<file path="src/rtl/pipe_pkg.sv">
`default_nettype none
// +----------------------------------------------------------------------------+
// | Package  : pipe_pkg                                                        |
// | Brief    : Constants shared by the fetch/decode pipeline blocks.           |
// | Revision : 1.0  initial release                                            |
// +----------------------------------------------------------------------------+
package pipe_pkg;

    localparam logic [31:0] NOP_INSTR = 32'h0000_0000;  // sll $0,$0,0
    localparam logic [31:0] RESET_PC  = 32'h0040_0000;
    localparam logic [31:0] PC_STEP   = 32'd4;

endpackage : pipe_pkg
`default_nettype wire

</file>
<file path="src/rtl/if_id_queue.sv">
`default_nettype none
// +----------------------------------------------------------------------------+
// | Module   : if_id_queue                                                     |
// | Brief    : In-order {pc, instr} queue between fetch and decode with flush. |
// | Revision : 1.0  initial release                                            |
// +----------------------------------------------------------------------------+
module if_id_queue
    import pipe_pkg::*;
#(
    parameter int          DEPTH = 2,
    parameter int          AW    = 1,
    parameter logic [31:0] NOP   = NOP_INSTR
) (
    input  logic          clk,
    input  logic          rst,
    input  logic          in_valid,
    input  logic [31:0]   in_pc,
    input  logic [31:0]   in_instr,
    output logic          in_ready,
    input  logic          flush,
    output logic          out_valid,
    output logic [31:0]   out_pc,
    output logic [31:0]   out_pc4,
    output logic [31:0]   out_instr,
    input  logic          out_ready,
    output logic [AW:0]   count
);

    localparam logic [AW:0] c_full = (AW+1)'(DEPTH);

    logic [63:0]   r_mem [DEPTH];
    logic [AW-1:0] r_rd_ptr;
    logic [AW-1:0] r_wr_ptr;
    logic [AW:0]   r_count;

    logic          w_push;
    logic          w_pop;
    logic [63:0]   w_head;

    // in_ready depends on registered count only, so fetch never sees out_ready
    assign in_ready  = (r_count != c_full);
    assign out_valid = (r_count != '0);
    assign w_push    = in_valid & in_ready & ~flush;
    assign w_pop     = out_valid & out_ready & ~flush;
    assign w_head    = r_mem[r_rd_ptr];

    assign out_pc    = out_valid ? w_head[63:32] : 32'h0;
    assign out_instr = out_valid ? w_head[31:0]  : NOP;
    assign out_pc4   = out_pc + PC_STEP;
    assign count     = r_count;

    always_ff @(posedge clk) begin
        if (w_push) begin
            r_mem[r_wr_ptr] <= {in_pc, in_instr};
        end
    end

    always_ff @(posedge clk) begin
        if (rst || flush) begin
            r_rd_ptr <= '0;
            r_wr_ptr <= '0;
            r_count  <= '0;
        end else begin
            if (w_push) begin
                r_wr_ptr <= r_wr_ptr + AW'(1);
            end
            if (w_pop) begin
                r_rd_ptr <= r_rd_ptr + AW'(1);
            end
            case ({w_push, w_pop})
                2'b10:   r_count <= r_count + (AW+1)'(1);
                2'b01:   r_count <= r_count - (AW+1)'(1);
                default: r_count <= r_count;
            endcase
        end
    end

endmodule : if_id_queue
`default_nettype wire

</file>
<file path="config.mk">
export PLATFORM = sky130hd
export DESIGN_NAME = if_id_queue
export DESIGN_NICKNAME = d
export VERILOG_FILES = /design/src/rtl/pipe_pkg.sv /design/src/rtl/if_id_queue.sv
export SDC_FILE = /design/constraint.sdc
export NUM_CORES = 1
export LEC_CHECK = 0
export CORE_MARGIN = 2
export CORE_UTILIZATION = 49
export CTS_BUF_LIST = sky130_fd_sc_hd__clkbuf_4 sky130_fd_sc_hd__clkbuf_8
export CTS_CLUSTER_DIAMETER = 150
export DETAILED_ROUTE_END_ITERATION = 7
export PLACE_DENSITY = 0.82
export SLEW_MARGIN = 10
export SYNTH_ARGS = -nofsm -noshare
export SYNTH_HDL_FRONTEND = slang
export SYNTH_SLANG_ARGS = --single-unit
</file>
<file path="constraint.sdc">
create_clock -name clk -period 6.2 [get_ports clk]
set_clock_uncertainty 0.15 [all_clocks]
set_input_delay 1.24 -clock clk [delete_from_list [all_inputs] [get_ports clk]]
set_output_delay 1.24 -clock clk [all_outputs]
set_load 0.01 [all_outputs]
</file>
==> results of run 1 <==
[placed cells by master, fill, tap and decap left out, types with 7 or more instances in the layout]
cell                              instances
sky130_fd_sc_hd__clkbuf_8                17
sky130_fd_sc_hd__clkdlybuf4s50_1        168
sky130_fd_sc_hd__edfxtp_1               128
sky130_fd_sc_hd__inv_1                    7
sky130_fd_sc_hd__mux2i_1                 62
sky130_fd_sc_hd__nand2_1                 18
sky130_fd_sc_hd__nand3_1                 12
sky130_fd_sc_hd__nor2_1                  62
sky130_fd_sc_hd__nor3_1                  13
sky130_fd_sc_hd__nor4_2                  11
sky130_fd_sc_hd__xnor2_1                 10
sky130_fd_sc_hd__xor2_1                  23
[flip-flops by register name (all words and copies together) (netlist names), named ones only]
name      cells
count         2
r_mem       128
r_rd_ptr      1
r_wr_ptr      1
[worst max-delay path: cells and delay by family, from the launching register on]
family	cells	cell delay, ns
flops	1	0.74
mux	1	0.21
xor+xnor	1	0.17
buf+inv	2	1.17
simple gates	3	1.05
[worst paths after layout]
check,cells after the start,to,start
max reg2reg,4,r_mem[1][43]$_DFFE_PP_,count[0]$_SDFFE_PP0P_
min reg2reg,2,r_rd_ptr$_SDFFE_PP0P_,r_rd_ptr$_SDFFE_PP0P_
max,7,out_pc4[25],flip-flop
min,2,r_rd_ptr$_SDFFE_PP0P_,r_rd_ptr$_SDFFE_PP0P_
[routing by layer]
layer	part of all wire [%]	vias to the layer above	GRT usage, %
met1	41	1869	25.3
met5	0	-	0
met4	0.60	0	5.53
met2	50	153	35.6
li1	-	1849	-
met3	7.6	9	6.56
[kinds of logic (layout without fill, tap and decap cells)]
| family | Yosys count | count (layout) | synth area share (%) |
|---|---|---|---|
| simple gates | 142 | 142 | 13.0 |
| flops | 133 | 133 | 66.4 |
| mux | 63 | 63 | 10.6 |
| xor+xnor | 33 | 33 | 4.87 |
| buf+inv | 29 | 211 | 3.31 |
| compound gates | 10 | 10 | 1.41 |
| fa+ha+maj | 2 | 2 | 0.421 |
| other cells | 0 | 1 | 0 |
[per-stage QoR]
stage	cell area [µm²]	util [%]	hold WS, ns	setup WS, ns	power [µW]
after floorplan	5940	-	0.370	1.40	1110
after global placement	7690	64.6	0.384	1.54	1200
after CTS	8080	67.9	0.437	0.976	1910
after detailed placement	7690	64.6	0.417	1.44	1210
final	8090	67.9	0.429	0.990	1890
after global routing	8080	67.9	0.491	0.764	1970
[power by group through the flow]
stage          Sequential [µW]  Combinational (µW)  Clock (µW)
2_1_floorplan             1040                66.7           0
3_3_place_gp              1040                 162           0
3_5_place_dp              1040                 166           0
4_1_cts                   1020                 168         722
5_1_grt                   1020                 178         766
6_report                  1020                 166         705
[cell type report]
cell class	count	share of cell area, %
tap	147	2.27
sequential	133	48.8
timing repair buffer	172	21.2
clock buffer	20	3.17
multi-input combinational	250	22.5
clock inverter	12	1.69
inverter	7	0.325
antenna	1	0.0309
==> impl_metrics.toml, run 1 <==
[sta]
finalSetupTns_ns = 0
timing.final.max_slew_violations = 0
setup-violations-final = 0
timing_worst_slew_pin_value_ns = 0.885
post-route-min-period_ns = 5.21
final_min_period_over_clock_period_pct = 84.0
hold_viol = 0
grt_setup_unrepaired = "false"
max_clock_freq_mhz = 192
maxSlewHeadroom_pct = 40.9

[pwr]
leakage_uw = 0.00262
relative_contribution_of_combinational_cells_to_total_power_pct = 8.8
worst_ir_drop_vdd_v = 0.000222
power.clock.fraction_pct = 37.2
p_per_area_mw_per_mm2 = 234
power.sequential.fraction_pct = 54.0
power.switching_uw = 388
internal_power_uw = 1500
power_switching_share_pct = 20.5

[floorplan]
top_level_ports = 169
die-height_um = 114
design.die.area_mm2 = 0.0130
std_cell_rows = 40
core_region_area_mm2 = 0.0119
die-width_um = 114
start_util_pct = 49.9

[clocking]
clk_latency_worst_skew_pair_ns = 0.41
cts.repair.resized = 0
ctsLongestPathBuffers = 2
cts_root_buffer = "sky130_fd_sc_hd__clkbuf_8"
tritoncts.num_buffers = 17
numClockSinks = 133
postCtsSetupBuffers = 0
postCtsHoldBufs = 0
cts.reportedPaths.clkPinSlew_ns = 0.07
cts-htree-levels = 4
cts_tree = "built"

[synth]
yosys.cell_count.top_type = "sky130_fd_sc_hd__edfxtp_1"
synthesis.area_mm2 = 0.00594
ys.flop_type = "sky130_fd_sc_hd__edfxtp_1"
post_synth_net_total = 483
yosys_synthesis_warning_count = 0
ys_types = 38
synth.yosys.seq_area_share_pct = 66.4
yosysTopAreaCell = "sky130_fd_sc_hd__edfxtp_1"
syn_avg_cell_area_um2 = 14.4
synth_top_cells_by_area = "sky130_fd_sc_hd__edfxtp_1, sky130_fd_sc_hd__mux2i_1, sky130_fd_sc_hd__nor2_1"
yosys_register_bits = 133
synth_top_area_share_pct = 64.7
synth_enable_flop_cells = 128
syn-instance-count = 412
yosys-top-cells-count = "sky130_fd_sc_hd__edfxtp_1, sky130_fd_sc_hd__nor2_1, sky130_fd_sc_hd__mux2i_1, sky130_fd_sc_hd__xor2_1, sky130_fd_sc_hd__nand2_1"
async_flop_share_pct = 0

[finish]
seq_area_mm2 = 0.00395
fill_cells = 826
finish.cell_count_without_fillers = 742
final_layout_size_suffix_gt1_share_pct = 10.8
area_used_by_multi_input_combinational_logic_mm2 = 0.00182
syn_to_final_growth_pct = 36.1
layout_net_count = 652

[route]
routed-via-count = 3880
drt-wirelength-per-cell_um = 17.5
final_antenna_violating_net_count = 0
drt_iter0_markers = 249
wl_um = 13000
vias_per_cell = 5.23
detail_route.drc_violations = 0
drt_pass1_iterations = 4

[run]
cap_viol_max_count = 0

[worst_setup_path]
setup.reg_to_reg.worst_slack_ns = 3.43
timing.critical_path.arrival_ns = 3.82
cp_max_fo = 42
critical-path-max-stage-delay_ns = 0.74
cp-start-kind = "flip-flop"
cp.required_ns = 4.81
end_kind = "primary output"
worstSetupPathType = "reg2out"
crit_path_cell_trace = "buf_4, mux2i_1, nor2_1, nand4_4, nor4_1, xor2_1, clkdlybuf4s50_1"
master_of_the_slowest_instance_on_the_critical_path = "sky130_fd_sc_hd__dfxtp_4"

[place]
buffer_ports.inserted = 168
numPlacedInstances = 709
dp_hpwl_um = 9050
gp_congestion = 0.771

[outcome]
run_status = "completed"

[grt]
first_global_vias = 4075
grt.total_usage_pct = 20.7
antenna_found_initial = 1
grt_first_pass_wirelength_um = 20600
aggregate_global_routing_overflow = 0
grt_start_max_net_pins = 74

[min_path]
min_path_type = "reg2reg"
Power figures use the tool's default switching activity.
==> run 2: changes to the inputs <==
- CORE_UTILIZATION: 49 -> 45
- PLACE_DENSITY: 0.82 -> 0.79
- clock period: 6.2 -> 4.7 ns (I/O delays scaled with it)
==> run 2 against run 1 <==
  * Global-route usage fell by 1.7 points
  * Critical path depth up 1
  * Sequential power rose by 32%
  * First-iteration DRC count up 19%
  * Critical path type unchanged
  * Largest power group unchanged
==> impl_metrics.toml, run 2 (synthesis gave the netlist of run 1 again) <==
[worst_setup_path]
end_kind = "primary output"
master_of_the_slowest_instance_on_the_critical_path = "sky130_fd_sc_hd__clkdlybuf4s50_1"
cp.required_ns = 3.61
cp_max_fo = 15
setup.reg_to_reg.worst_slack_ns = 2.40
critical-path-max-stage-delay_ns = 0.58
timing.critical_path.arrival_ns = 3.30
cp-start-kind = "flip-flop"
crit_path_cell_trace = "mux2i_1, nor2_1, ha_1, nor3b_2, nand3_2, nor4_2, xor2_1, clkdlybuf4s50_1"
worstSetupPathType = "reg2out"

[route]
drt_iter0_markers = 296
wl_um = 13200
final_antenna_violating_net_count = 0
vias_per_cell = 5.12
detail_route.drc_violations = 0
routed-via-count = 3944
drt_pass1_iterations = 5
drt-wirelength-per-cell_um = 17.1

[grt]
grt_start_max_net_pins = 65
first_global_vias = 4151
aggregate_global_routing_overflow = 0
grt_first_pass_wirelength_um = 20800
grt.total_usage_pct = 18.9
antenna_found_initial = 3

[pwr]
leakage_uw = 0.00265
worst_ir_drop_vdd_v = 0.000265
p_per_area_mw_per_mm2 = 320

[clocking]
numClockSinks = 133
cts-htree-levels = 4
tritoncts.num_buffers = 17
cts_root_buffer = "sky130_fd_sc_hd__clkbuf_8"
ctsLongestPathBuffers = 2
clk_latency_worst_skew_pair_ns = 0.42
cts.reportedPaths.clkPinSlew_ns = 0.08
postCtsHoldBufs = 0
cts_tree = "built"

[sta]
grt_setup_unrepaired = "false"
finalSetupTns_ns = 0
hold_viol = 0
timing_worst_slew_pin_value_ns = 0.887
post-route-min-period_ns = 4.39
max_clock_freq_mhz = 228
worst_hold_slack_ns = 0.456
timing.final.max_slew_violations = 0
final_min_period_over_clock_period_pct = 93.5
maxSlewHeadroom_pct = 40.9
setup-violations-final = 0

[floorplan]
die-width_um = 119
start_util_pct = 46.5
die-height_um = 119
std_cell_rows = 41
core_region_area_mm2 = 0.0128
top_level_ports = 169
design.die.area_mm2 = 0.0141

[place]
buffer_ports.inserted = 168
dp_hpwl_um = 9120
gp_congestion = 0.829
placed_area_mm2 = 0.00774

[finish]
fill_cells = 925
final_design_area_no_fill_mm2 = 0.00821
layout_commonest_cell = "sky130_fd_sc_hd__clkdlybuf4s50_1"
final_layout_size_suffix_gt1_share_pct = 11.6
layout_net_count = 655
largest_register_ffs = 128
layout_common_cells = "sky130_fd_sc_hd__clkdlybuf4s50_1, sky130_fd_sc_hd__edfxtp_1, sky130_fd_sc_hd__nor2_1, sky130_fd_sc_hd__mux2i_1, sky130_fd_sc_hd__xor2_1"
top_register = "r_mem"
syn_to_final_growth_pct = 38.3

[outcome]
run_status = "completed"

[min_path]
min_path_type = "reg2reg"

[run]
cap_viol_max_count = 0
==> run 2: cell count changes in the layout (fill, tap and decap cells not counted), sizes merged <==
cell	change
buf	+3
bufinv	+2
clkbuf	-1
clkinv	-2
clkinvlp	+1
diode	+1
==> run 2: final cells by class <==
class | count | area, µm² | share of cell area, %
diodes | 2 | 5.00 | 0.0609
clock buffers | 19 | 249 | 3.03
clock inverters | 13 | 206 | 2.51
inverters | 7 | 26.3 | 0.320
multi-input cells | 250 | 1830 | 22.2
flip-flops and latches | 133 | 3950 | 48.1
well taps | 172 | 215 | 2.62
repair buffers | 175 | 1740 | 21.2
==> run 2: worst max-delay path, delay by kind of cell, from the launching register on <==
kind	cells	cell delay, ns
xor+xnor	1	0.19
fa+ha+maj	1	0.21
buf+inv	1	0.58
flops	1	0.49
mux	1	0.17
simple gates	4	1.25
==> run 2: stage by stage <==
step / utilization, % / setup WS, ns / std cells / total power, µW
finish: 64.3 / 0.306 / 771 / 2630
global route: 64.3 / 0.0328 / 769 / 2720
CTS: 64.2 / 0.0979 / 769 / 2650
detailed placement: 60.6 / 0.587 / 737 / 1590
global placement: 60.6 / 0.676 / 737 / 1590
floorplan: - / 0.199 / 412 / 1460
==> run 2: final timing paths <==
kind,cells after the start,to,startpoint
min reg2reg,2,flip-flop,r_rd_ptr$_SDFFE_PP0P_
max,8,out_pc4[24],flip-flop
min,2,flip-flop,r_rd_ptr$_SDFFE_PP0P_
max reg2reg,4,r_mem[0][30]$_DFFE_PP_,count[0]$_SDFFE_PP0P_
==> run 2: per-layer routing <==
layer	track usage [%]	part of all wire, %
met5	0	0.099
met4	6.99	1.4
met3	6.94	8.0
met2	30.0	47
met1	23.8	43
==> run 2: repair_timing <==
action                     CTS  global route
gates resized for setup      0             2
buffers inserted             0             0
setup endpoints to repair    0            10
==> run 2: power breakdown <==
part	total, µW	switching (µW)	internal (µW)	leakage (µW)
registers	1350	11.0	1340	0.00122
logic	223	104	119	0.00122
clock network	1060	421	642	0.000218
total	2630	536	2100	0.00265
